$ cat config.mk
export PLATFORM = sky130hd
export DESIGN_NAME = urng_pair_framer
export DESIGN_NICKNAME = d
export VERILOG_FILES = /design/src/rtl/urng_pair_framer.sv
export SDC_FILE = /design/constraint.sdc
export NUM_CORES = 1
export LEC_CHECK = 0
export CORE_AREA = 2 2 187 189
export CTS_CLUSTER_DIAMETER = 100
export CTS_CLUSTER_SIZE = 25
export DETAILED_ROUTE_END_ITERATION = 12
export DIE_AREA = 0 0 189 191
export GPL_TIMING_DRIVEN = 0
export PLACE_DENSITY = 0.71
export SLEW_MARGIN = 10
export SYNTH_ARGS = -nofsm -noshare
export SYNTH_HDL_FRONTEND = slang
export SYNTH_SLANG_ARGS = --single-unit
$ cat constraint.sdc
create_clock -name clk -period 4.17 [get_ports clk]
set_clock_uncertainty 0.05 [all_clocks]
set_input_delay 0.6255 -clock clk [delete_from_list [all_inputs] [get_ports clk]]
set_output_delay 0.6255 -clock clk [all_outputs]
set_load 0.03 [all_outputs]
$ cat src/rtl/urng_pair_framer.sv
// Pairs consecutive 32-bit URNG words into 48-bit u0 / 16-bit u1 Box-Muller operands
// and queues them in a show-ahead FIFO. Pairs that arrive while the FIFO is full are dropped and counted.
module urng_pair_framer #(
  parameter int DEPTH  = 4,
  parameter int DROP_W = 16
) (
  input  logic                    clk,
  input  logic                    reset,
  input  logic [31:0]             urng_in,
  input  logic                    urng_valid,
  input  logic                    flush,
  output logic [47:0]             out_u0,
  output logic [15:0]             out_u1,
  output logic                    out_valid,
  input  logic                    out_ready,
  output logic [$clog2(DEPTH):0]  fifo_level,
  output logic [DROP_W-1:0]       drop_count
);

  localparam int PW = $clog2(DEPTH);

  typedef struct packed {
    logic [47:0] u0;
    logic [15:0] u1;
  } pair_t;

  typedef enum logic {PH_FIRST, PH_SECOND} phase_e;

  phase_e      phase, phase_nxt;
  logic [31:0] hi_word, hi_word_nxt;
  logic        pair_done;
  pair_t       pair_new;

  pair_t           mem [DEPTH];
  pair_t           head, last;
  logic [PW-1:0]   rd_ptr, wr_ptr;
  logic [PW:0]     level;
  logic            full, push, pop, drop;

  // ---------------- pair assembly ----------------
  always_ff @(posedge clk or posedge reset) begin
    if (reset) begin
      phase   <= PH_FIRST;
      hi_word <= '0;
    end else begin
      phase   <= phase_nxt;
      hi_word <= hi_word_nxt;
    end
  end

  always_comb begin
    phase_nxt   = phase;
    hi_word_nxt = hi_word;
    pair_done   = 1'b0;
    pair_new.u0 = {hi_word, urng_in[31:16]};
    pair_new.u1 = urng_in[15:0];
    // flush discards a half-built pair and any word arriving alongside it
    if (flush) begin
      phase_nxt = PH_FIRST;
    end else if (urng_valid) begin
      case (phase)
        PH_FIRST: begin
          hi_word_nxt = urng_in;
          phase_nxt   = PH_SECOND;
        end
        PH_SECOND: begin
          pair_done = 1'b1;
          phase_nxt = PH_FIRST;
        end
        default: phase_nxt = PH_FIRST;
      endcase
    end
  end

  // ---------------- show-ahead FIFO ----------------
  assign full      = (level == (PW+1)'(DEPTH));
  assign out_valid = (level != '0);
  assign pop       = out_valid && out_ready && !flush;
  // a full FIFO still accepts a pair when the head leaves in the same cycle
  assign push      = pair_done && (!full || pop);
  assign drop      = pair_done && full && !pop;

  assign head   = mem[rd_ptr];
  assign out_u0 = out_valid ? head.u0 : last.u0;
  assign out_u1 = out_valid ? head.u1 : last.u1;
  assign fifo_level = level;

  always_ff @(posedge clk) begin
    if (push) mem[wr_ptr] <= pair_new;
  end

  always_ff @(posedge clk or posedge reset) begin
    if (reset) begin
      rd_ptr <= '0;
      wr_ptr <= '0;
      level  <= '0;
      last   <= '0;
    end else if (flush) begin
      rd_ptr <= '0;
      wr_ptr <= '0;
      level  <= '0;
    end else begin
      if (push) wr_ptr <= wr_ptr + PW'(1);
      if (pop) begin
        rd_ptr <= rd_ptr + PW'(1);
        last   <= head;
      end
      level <= level + (PW+1)'(push) - (PW+1)'(pop);
    end
  end

  // ---------------- saturating drop counter ----------------
  always_ff @(posedge clk or posedge reset) begin
    if (reset)
      drop_count <= '0;
    else if (drop && (drop_count != '1))
      drop_count <= drop_count + DROP_W'(1);
  end

endmodule

==> impl_metrics.env <==
export IMPL_status="finished, final reports clean"
export IMPL_crit_path_start_kind="register"
export IMPL_finalCriticalPeriod_ns=3.81
export IMPL_rr_worst_depth=13
export IMPL_arrival_ns=3.14
export IMPL_grt_max_degree=65
export IMPL_die_height_um=191
export IMPL_gp_congestion=0.707
export IMPL_fmax_mhz=262
export IMPL_async_flop_share_pct=31.9
export IMPL_crit_type="reg2out"
export IMPL_worstMarginPinSlew_ns=0.848
export IMPL_routedWlPerCell_um=21.6
export IMPL_clkSinkCount=376
export IMPL_syn_nets=775
export IMPL_maxSlewHeadroom_pct=43.5
export IMPL_pwr_density_cell_nw_per_um2=631
export IMPL_hold_buffers=0
export IMPL_drv_cap=0
export IMPL_wl_mm=29.0
export IMPL_h_tree_depth=1
export IMPL_end_kind="output port"
export IMPL_io_pins=121
export IMPL_netlist_instances=730
export IMPL_crit_fanout=10
export IMPL_tns_ns=0
export IMPL_n_antenna_cell=0
export IMPL_gr_total_overflow=0
export IMPL_finish_utilization_pct=51.4
export IMPL_cpPeakStageDelay_ns=0.64
export IMPL_report_final_slew_viol_count=0
export IMPL_drive_above_1_share_pct=33.1
export IMPL_viasPerCell=5.29
export IMPL_peakVddDrop_mv=0.366
export IMPL_antenna_found_initial=2
export IMPL_num_vias=7110
export IMPL_insertion_delay_ns=0.52
export IMPL_dpl_cell_area_sq_um=17000
export IMPL_synth_enable_flop_cells=256
export IMPL_grt_pass1_vias=7559
export IMPL_core_sq_um=34100
export IMPL_tritoncts="yes"
export IMPL_fin_area_sq_um=17500
export IMPL_rsz0062_at_grt="false"
export IMPL_finalCritPeriodShare_pct=91.5
export IMPL_ys_seq_area_share_pct=70.9
export IMPL_hold_viol_final=0
export IMPL_hp_class="reg2reg"
export IMPL_drc=0
export IMPL_r2r_end="fifo_level[2]"
export IMPL_yosys_warnings=0
export IMPL_synth_area_sq_um=15100
export IMPL_finish_net_count=921
export IMPL_postCtsSetupBuffers=0
export IMPL_avgSynthCellArea_sq_um=20.7
export IMPL_numCtsBuffers=19
export IMPL_io_buffers=120
export IMPL_start_util_pct=44.2
export IMPL_first_iter_violations=444
export IMPL_cts_resized=0
export IMPL_die_x_um=189
export IMPL_cts_root_buf="clkbuf_16"
export IMPL_setup_viol=0
export IMPL_r2r_start="fifo_level[2]"
export IMPL_cp_required_ns=3.49
export IMPL_die_area_sq_um=36100
export IMPL_grt_pass1_wl_mm=45.0
export IMPL_worstSetupStartpoint="rd_ptr[1]"
export IMPL_grt_usage_pct=16.3
export IMPL_rows=68
export IMPL_clkTransAtPathRegs_ns=0.09
export IMPL_crit_end="out_u0[34]"
export IMPL_power_uw=11100
export IMPL_synth_distinct_cells=37
export IMPL_rrSetupSlack_ns=1.49
export IMPL_cts_buffer_depth=3
export IMPL_critPathSlowestCell="clkbuf_1"
export IMPL_ys_ff_latch=376
export IMPL_leakage_uw=0.00618
export IMPL_synthFlopType="edfxtp_1"
export IMPL_hpwl_mm=18.1
export IMPL_areaGrowthSynthToFinish_pct=16.4
export IMPL_drtAntennaViolNets=0
export IMPL_cp_cell_sequence="buf_2 > clkbuf_1 > mux4_2 > mux2_2 > clkdlybuf4s50_1"
export IMPL_drt_pass1_iter_count=4
[through the flow]
stage	setup WS, ns	hold WS, ns	std cells
2_1_floorplan	0.309	0.422	730
3_3_place_gp	-2.13	0.435	1305
3_5_place_dp	0.844	0.441	1310
4_1_cts	0.256	0.460	1344
5_1_grt	0.249	0.476	1344
6_report	0.355	0.447	1344
[cells in the final DEF, fill, tap and decap left out, types with 4 or more instances in the layout]
cell	instances
edfxtp_1	256
dfrtp_1	120
clkdlybuf4s50_1	120
mux2_2	112
mux4_2	64
mux2_4	49
clkbuf_16	19
xor2_1	18
clkbuf_1	17
buf_2	14
nor2_1	10
nor3_1	8
ha_1	7
buf_4	6
nand3_1	6
buf_12	6
nand4_1	5
nand2_1	5
inv_1	5
and2_4	4
buf_16	4
[kinds of logic (layout without fill, tap and decap cells)]
logic type	Yosys count	count (layout)	synth area share, %
buffers and inverters	41	200	1.90
adders and majority gates	8	8	0.713
and+or+nand+nor	58	58	2.41
DFF	376	376	70.9
xor gates and xnor gates	21	21	1.22
muxes	226	226	22.9
[per-layer routing]
| metal | track usage (%) | part of all wire, % |
|---|---|---|
| met5 | 0 | 0.093 |
| met2 | 26.9 | 49 |
| met4 | 3.55 | 1.5 |
| met3 | 2.83 | 5.1 |
| met1 | 23.0 | 45 |
[how the worst min path moves through the flow]
stage          slack, ns             end  cells past startpoint            from
3_5_place_dp        0.44         last[7]                      1         last[7]
3_3_place_gp        0.44      mem[3][39]                      0      hi_word[7]
6_report            0.45  drop_count[15]                      1  drop_count[15]
4_1_cts             0.46  drop_count[15]                      1  drop_count[15]
2_1_floorplan       0.42      mem[0][32]                      0      hi_word[0]
5_1_grt             0.48        last[15]                      1        last[15]
[state kept, by name, summed over array words and instances (netlist names)]
signal,flops
drop_count,16
fifo_level,3
hi_word,32
last,64
mem,256
phase,1
rd_ptr,2
wr_ptr,2
[critical path, delay by kind of cell, from the launching register on]
kind / cells / cell delay (ns)
mux: 2 / 0.75
flops: 1 / 0.35
buf+inv: 3 / 1.51
[Yosys cell counts, drive strengths merged (2+ instances only)]
cell type	number	area share [%]
xor2	18	1.0
dfrtp	120	20
clkbuf	7	0.17
buf	28	1.6
mux2	161	13
nor2	11	0.29
nand3	6	0.20
nand4	6	0.29
nor4	3	0.17
nor3b	2	0.13
nor4b	3	0.30
edfxtp	256	51
ha	7	0.58
nor2b	2	0.083
nand2	7	0.24
inv	6	0.15
and2	5	0.21
nor3	8	0.27
mux4	64	9.6
xnor2	3	0.17
and3	2	0.083
[report_power, final]
part           switching (uW)  internal, uW  leakage, uW
clock network            1150           879     0.000269
registers                 265          4480      0.00378
logic                    2150          2150      0.00213
total                    3560          7510      0.00618
[layout make-up]
type	count	area (sq um)
Clock inverter	5	38.8
Sequential cell	376	10700
Buffer	35	264
Tap cell	455	569
Inverter	6	27.5
Multi-Input combinational cell	313	4110
Clock buffer	29	513
Timing Repair Buffer	125	1330
Fill cell	2732	16600
Note: power is estimated with default switching activity, not from simulation.
